**config.mk**
```make
export PLATFORM = sky130hd
export DESIGN_NAME = mask_decode_32
export DESIGN_NICKNAME = d
export VERILOG_FILES = /design/src/rtl/mask_decode_32_pkg.sv /design/src/rtl/mask_decode_32_mask32.sv /design/src/rtl/mask_decode_32.sv
export SDC_FILE = /design/constraint.sdc
export NUM_CORES = 1
export LEC_CHECK = 0
export ABC_CLOCK_PERIOD_IN_PS = 8500
export BUFFER_PORTS_ARGS = -buffer_cell sky130_fd_sc_hd__buf_2
export CAP_MARGIN = 10
export CORE_MARGIN = 3
export CORE_UTILIZATION = 62
export CTS_CLUSTER_DIAMETER = 200
export DETAILED_ROUTE_END_ITERATION = 16
export PLACE_DENSITY_LB_ADDON = 0.15
export REMOVE_ABC_BUFFERS = 1
export SYNTH_ARGS = -nofsm -noshare
export SYNTH_HDL_FRONTEND = slang
export SYNTH_SLANG_ARGS = --single-unit
```
**constraint.sdc**
```tcl
create_clock -name clk -period 8.5 [get_ports clk]
set_clock_uncertainty 0.1 [all_clocks]
set_input_delay 2.55 -clock clk [delete_from_list [all_inputs] [get_ports clk]]
set_output_delay 2.55 -clock clk [all_outputs]
set_load 0.01 [all_outputs]
```
**src/rtl/mask_decode_32_pkg.sv**
```systemverilog
// ---------------------------------------------------------------------------
// mask_decode_32_pkg
// Shared constants and the thermometer-mask encoding function used by the
// mask decoder and its re-encoder.
//   MASK_W      : width of a thermometer mask (32)
//   IDX_W       : width of a mask index (5)
//   mask_encode : idx -> thermometer mask for a given FROM_MSB/DIAG_ONES
// ---------------------------------------------------------------------------
package mask_decode_32_pkg;

    localparam int MASK_W = 32;
    localparam int IDX_W  = 5;

    // Index n yields n ones (or n+1 ones when diag_ones is set), filled from
    // bit 0 upward or from bit 31 downward depending on from_msb.
    function automatic logic [MASK_W-1:0] mask_encode(
        input logic [IDX_W-1:0] idx,
        input logic             from_msb,
        input logic             diag_ones
    );
        logic [IDX_W:0]    onesCount;
        logic [MASK_W-1:0] m;
        onesCount = {1'b0, idx} + {{IDX_W{1'b0}}, diag_ones};
        m = '0;
        for (int i = 0; i < MASK_W; i++) begin
            if (i < int'(onesCount)) begin
                if (from_msb) begin
                    m[MASK_W-1-i] = 1'b1;
                end else begin
                    m[i] = 1'b1;
                end
            end
        end
        return m;
    endfunction

endpackage

```
**src/rtl/mask_decode_32_mask32.sv**
```systemverilog
// ---------------------------------------------------------------------------
// mask_32
// Combinational 32-bit thermometer mask generator.
//   i_idx  : 5-bit index
//   o_mask : thermometer mask for i_idx under FROM_MSB/DIAG_ONES
// ---------------------------------------------------------------------------
module mask_32
    import mask_decode_32_pkg::*;
#(
    parameter logic FROM_MSB  = 1'b1,
    parameter logic DIAG_ONES = 1'b1
) (
    input  logic [IDX_W-1:0]  i_idx,
    output logic [MASK_W-1:0] o_mask
);

    assign o_mask = mask_encode(i_idx, FROM_MSB, DIAG_ONES);

endmodule

```
**src/rtl/mask_decode_32.sv**
```systemverilog
// ---------------------------------------------------------------------------
// mask_decode_32
// Recovers the 5-bit index from a 32-bit thermometer mask, flags masks that
// are not legal codes and keeps a saturating count of flagged results.
// Two-stage valid/ready pipeline: stage 1 priority-encodes, stage 2 checks
// legality by re-encoding the index and comparing it with the input mask.
//   clk, rst_n           : clock, asynchronous active-low reset
//   in_valid/in_ready    : input handshake
//   in_mask              : thermometer mask to decode
//   out_valid/out_ready  : output handshake
//   out_idx, out_err     : decoded index and illegal-code flag
//   err_count            : saturating count of delivered out_err results
//   err_clr              : synchronous clear of err_count (wins over count)
// ---------------------------------------------------------------------------
module mask_decode_32
    import mask_decode_32_pkg::*;
#(
    parameter logic FROM_MSB  = 1'b1,
    parameter logic DIAG_ONES = 1'b1,
    parameter int   ERR_CNT_W = 16
) (
    input  logic                 clk,
    input  logic                 rst_n,
    input  logic                 in_valid,
    output logic                 in_ready,
    input  logic [MASK_W-1:0]    in_mask,
    output logic                 out_valid,
    input  logic                 out_ready,
    output logic [IDX_W-1:0]     out_idx,
    output logic                 out_err,
    output logic [ERR_CNT_W-1:0] err_count,
    input  logic                 err_clr
);

    localparam logic [ERR_CNT_W-1:0] ERR_MAX = '1;

    logic                 r_s1Valid;
    logic [IDX_W-1:0]     r_s1Idx;
    logic [MASK_W-1:0]    r_s1Mask;
    logic                 r_s2Valid;
    logic [IDX_W-1:0]     r_outIdx;
    logic                 r_outErr;
    logic [ERR_CNT_W-1:0] r_errCount;

    logic                 w_s2Load;
    logic                 w_inFire;
    logic                 w_outFire;
    logic [IDX_W:0]       w_pos;
    logic [IDX_W:0]       w_sum;
    logic [IDX_W-1:0]     w_encIdx;
    logic [MASK_W-1:0]    w_reMask;

    // Stage 2 takes stage 1's item whenever it is empty or draining.
    assign w_s2Load  = r_s1Valid && (!r_s2Valid || out_ready);
    assign in_ready  = !r_s1Valid || w_s2Load;
    assign w_inFire  = in_valid && in_ready;
    assign w_outFire = r_s2Valid && out_ready;

    assign out_valid = r_s2Valid;
    assign out_idx   = r_outIdx;
    assign out_err   = r_outErr;
    assign err_count = r_errCount;

    // Priority encoder: find the boundary bit of the ones run (highest set bit
    // for bottom-up fill, lowest set bit for top-down fill), convert it to an
    // index and saturate the 32-ones corner case to 31.
    always_comb begin
        w_pos    = '0;
        w_sum    = '0;
        w_encIdx = '0;
        if (FROM_MSB) begin
            for (int i = MASK_W - 1; i >= 0; i--) begin
                if (in_mask[i]) w_pos = (IDX_W+1)'(i);
            end
            w_sum = 6'd32 - w_pos - {5'd0, DIAG_ONES};
        end else begin
            for (int i = 0; i < MASK_W; i++) begin
                if (in_mask[i]) w_pos = (IDX_W+1)'(i);
            end
            w_sum = w_pos + 6'd1 - {5'd0, DIAG_ONES};
        end
        if (in_mask == '0) begin
            w_encIdx = '0;
        end else if (w_sum > 6'd31) begin
            w_encIdx = 5'd31;
        end else begin
            w_encIdx = w_sum[IDX_W-1:0];
        end
    end

    // Re-encoder for the legality check: any mask that does not round-trip
    // through index -> mask is illegal, which covers every illegal case.
    mask_32 #(
        .FROM_MSB  (FROM_MSB),
        .DIAG_ONES (DIAG_ONES)
    ) u_reEnc (
        .i_idx  (r_s1Idx),
        .o_mask (w_reMask)
    );

    // Stage 1 holds its item until stage 2 takes it.
    always_ff @(posedge clk or negedge rst_n) begin
        if (!rst_n) begin
            r_s1Valid <= 1'b0;
            r_s1Idx   <= '0;
            r_s1Mask  <= '0;
        end else if (w_inFire) begin
            r_s1Valid <= 1'b1;
            r_s1Idx   <= w_encIdx;
            r_s1Mask  <= in_mask;
        end else if (w_s2Load) begin
            r_s1Valid <= 1'b0;
        end
    end

    // Stage 2 outputs stay frozen while the consumer stalls.
    always_ff @(posedge clk or negedge rst_n) begin
        if (!rst_n) begin
            r_s2Valid <= 1'b0;
            r_outIdx  <= '0;
            r_outErr  <= 1'b0;
        end else if (w_s2Load) begin
            r_s2Valid <= 1'b1;
            r_outIdx  <= r_s1Idx;
            r_outErr  <= (w_reMask != r_s1Mask);
        end else if (out_ready) begin
            r_s2Valid <= 1'b0;
        end
    end

    // Error counter counts delivered errors only; clear beats increment.
    always_ff @(posedge clk or negedge rst_n) begin
        if (!rst_n) begin
            r_errCount <= '0;
        end else if (err_clr) begin
            r_errCount <= '0;
        end else if (w_outFire && r_outErr && (r_errCount != ERR_MAX)) begin
            r_errCount <= r_errCount + ERR_CNT_W'(1);
        end
    end

endmodule

```
==> impl_metrics.ini <==
[run_status]
status = complete, no violations

[die]
std_cell_rows = 28
ios = 61
dieWidth_um = 85.88
die-height_um = 85.88
die_area_um2 = 7375
core_um2 = 6061
initial_utilization = 0.6528

[drt]
drtPass1Iterations = 5
vias_per_cell = 6.528
vias = 3793
drc = 0
wirelength_met1_mm = 4.906
avgRoutedWirePerCell_um = 18.33
drt_iter0_drc = 363
highest_layer = met4
routed_wl_mm = 10.65
wl_met3_um = 858
dr_wl_met2_mm = 4.684
final_antenna_net_count = 0

[sta]
fin_setup_tns_ps = 0
final_hold_viol_count = 0
worst_pin_slew_ps = 1082
rsz0062_at_grt = false
slew_violations = 0
setup_slack_ps = 2790
max_freq_mhz = 175.1
finalSetupViolations = 0
fin_crit_ps = 5710
slew_headroom = 0.2785
fin_crit_sh = 0.6718

[clock_tree]
postCtsHoldBufs = 0
cts_max_path_buffers = 2
clock_sinks = 61
clk_pin_slew_worst_paths_ps = 60
cts_resized = 0
cts_made_buffers = 9
postCtsSetupBuffers = 0
htreeDepth = 3
clock_latency_ps = 350
cts_tree = done
root_buffer = clkbuf_8

[worst_setup_path]
critPathCapture = in_ready
crit_fanout = 4
reg2regPathDepth = 9
timing.rr.end = out_err
path_class = in -> out
critPathLaunch = out_ready
rr_startpoint = r_s1Idx[1]
critical_path_arrival_ps = 3060
cp-end-kind = output pin
cp-start-kind = primary input
critPathRequiredTime_ps = 5850
reg2reg_slack_ps = 4720

[synthesis]
async_flop_share = 1.000
synth_compound_area_frac = 0.1986
synth-simple-area-share = 0.2233
ys.flop_type = dfrtp_1
synth_top_cells_by_area = dfrtp_1 39%, mux2_2 8.3%, nand2_1 4.2%
synth_common_cells = 61 x dfrtp_1, 44 x nand2_1, 42 x nor2_1
syn_area_per_cell_um2 = 8.772
synth_edf_count = 0
synth_top_area_frac = 0.3858
synth_area_leader_cell = dfrtp_1
ys_seq_elements = 61
yosys_warnings = 0
yosys.area_share.adder = 0.009488
syn_area_um2 = 3956
synthMuxAreaShare = 0.09045
syn-instance-count = 451
synth.most_common_cell = dfrtp_1
ys_seq_area_frac = 0.3858
synth_top_family_by_area = simple AND/OR/NAND/NOR gates
synth.distinct_cells = 65
synth-xor-area-share = 0.05534

[pwr]
ir_drop_v = 0.0001280
p_leak_nw = 1.916
power_density_nw_per_um2 = 199.0

[placed_design]
dp_slack_ps = 2804
dp_hpwl_mm = 7.757
port_buffers = 60
dp_cells = 566
routabilityCongestion = 0.9710
placed_area_um2 = 4272

[grt]
grt_pass1_vias = 3444
grt_pass1_wl_mm = 17.38
overflow = 0
antenna_found_initial = 0
grt_usage = 0.3019
grt_start_max_net_pins = 62

[cells_and_area]
layout.cells.non_filler = 581
multiInputGateArea_um2 = 2283
final_cell_area_um2 = 4486
syn2layout_area_growth_pct = 13.38
nFillCells = 449
final_core_util = 0.7401
n_antenna_cell = 0
ff_latch_area_um2 = 1526
num-nets-final = 542
drive_gt1_frac = 0.2233

[job]
max_cap_violations = 0

[worst_hold_path]
hold_class = reg -> reg
report_power, final:
group          total [mW]  leakage (nW)  internal (mW)  switching (mW)
clock               0.284         0.105          0.171           0.112
sequential          0.371         0.741          0.322          0.0497
combinational       0.238          1.07          0.103           0.134
total               0.893          1.92          0.596           0.297
metrics by stage:
step                hold WS, ps  total power [mW]
floorplan                 362.6            0.5224
global placement          357.3            0.5976
detailed placement        364.7            0.6068
CTS                       379.6            0.8893
global route              425.6            0.9362
finish                    371.3            0.8925
metal layers:
metal  GRT usage  vias to the layer above
met2      0.4443                      194
met5           0                        -
met4      0.1094                        0
met3     0.04515                       28
met1      0.4521                     1803
li1            -                     1768
state kept, by name, summed over array words and instances (netlist names):
signal and flops:
r_s1Mask 32, err_count 16, out_idx 5, r_s1Idx 5, out_err 1, out_valid 1, r_s1Valid 1
critical path, stage by stage:
cell and delay (ps):
buf_2 110, nand3b_1 220, buf_2 180
how the worst min path moves through the flow:
stage            startpoint           end  depth (start not counted)
6_report         out_idx[3]    out_idx[3]                          2
2_1_floorplan  r_s1Mask[18]  r_s1Mask[18]                          2
3_3_place_gp     out_idx[0]    out_idx[0]                          2
5_1_grt          out_idx[2]    out_idx[2]                          1
4_1_cts          out_idx[3]    out_idx[3]                          2
3_5_place_dp     out_idx[3]    out_idx[3]                          2
final cells by class:
type | count | share of cell area
multi-input cells | 354 | 0.5091
flip-flops and latches | 61 | 0.3403
repair buffers | 62 | 0.07029
clock buffers | 11 | 0.03152
well taps | 75 | 0.02092
clock inverters | 4 | 0.01618
inverters | 14 | 0.01172
cell families (layout without fill, tap and decap cells):
family | after synthesis | count (layout)
buf+inv | 36 | 91
mux | 32 | 32
simple gates | 175 | 175
compound gates | 119 | 119
xor+xnor | 25 | 25
fa+ha+maj | 3 | 3
flops | 61 | 61
layout by cell type (no fill, tap or decap), drive strengths merged, types with 3 or more instances in the layout:
cell type / netlist / routed
a2111oi: 3 / 3
a211oi: 6 / 6
a21o: 5 / 5
a21oi: 27 / 27
a31oi: 11 / 11
and2: 5 / 5
and3: 3 / 3
and4: 3 / 3
buf: 10 / 62
clkbuf: 12 / 11
dfrtp: 61 / 61
ha: 3 / 3
inv: 14 / 14
mux2: 30 / 30
nand2: 44 / 44
nand2b: 5 / 5
nand3: 21 / 21
nand3b: 3 / 3
nand4: 6 / 6
nor2: 42 / 42
nor2b: 5 / 5
nor3: 14 / 14
nor4: 7 / 7
o21ai: 28 / 28
o22ai: 4 / 4
o311ai: 3 / 3
o31ai: 7 / 7
or2: 3 / 3
or4: 4 / 4
xnor2: 9 / 9
xor2: 16 / 16
Note: power is estimated with default switching activity, not from simulation.
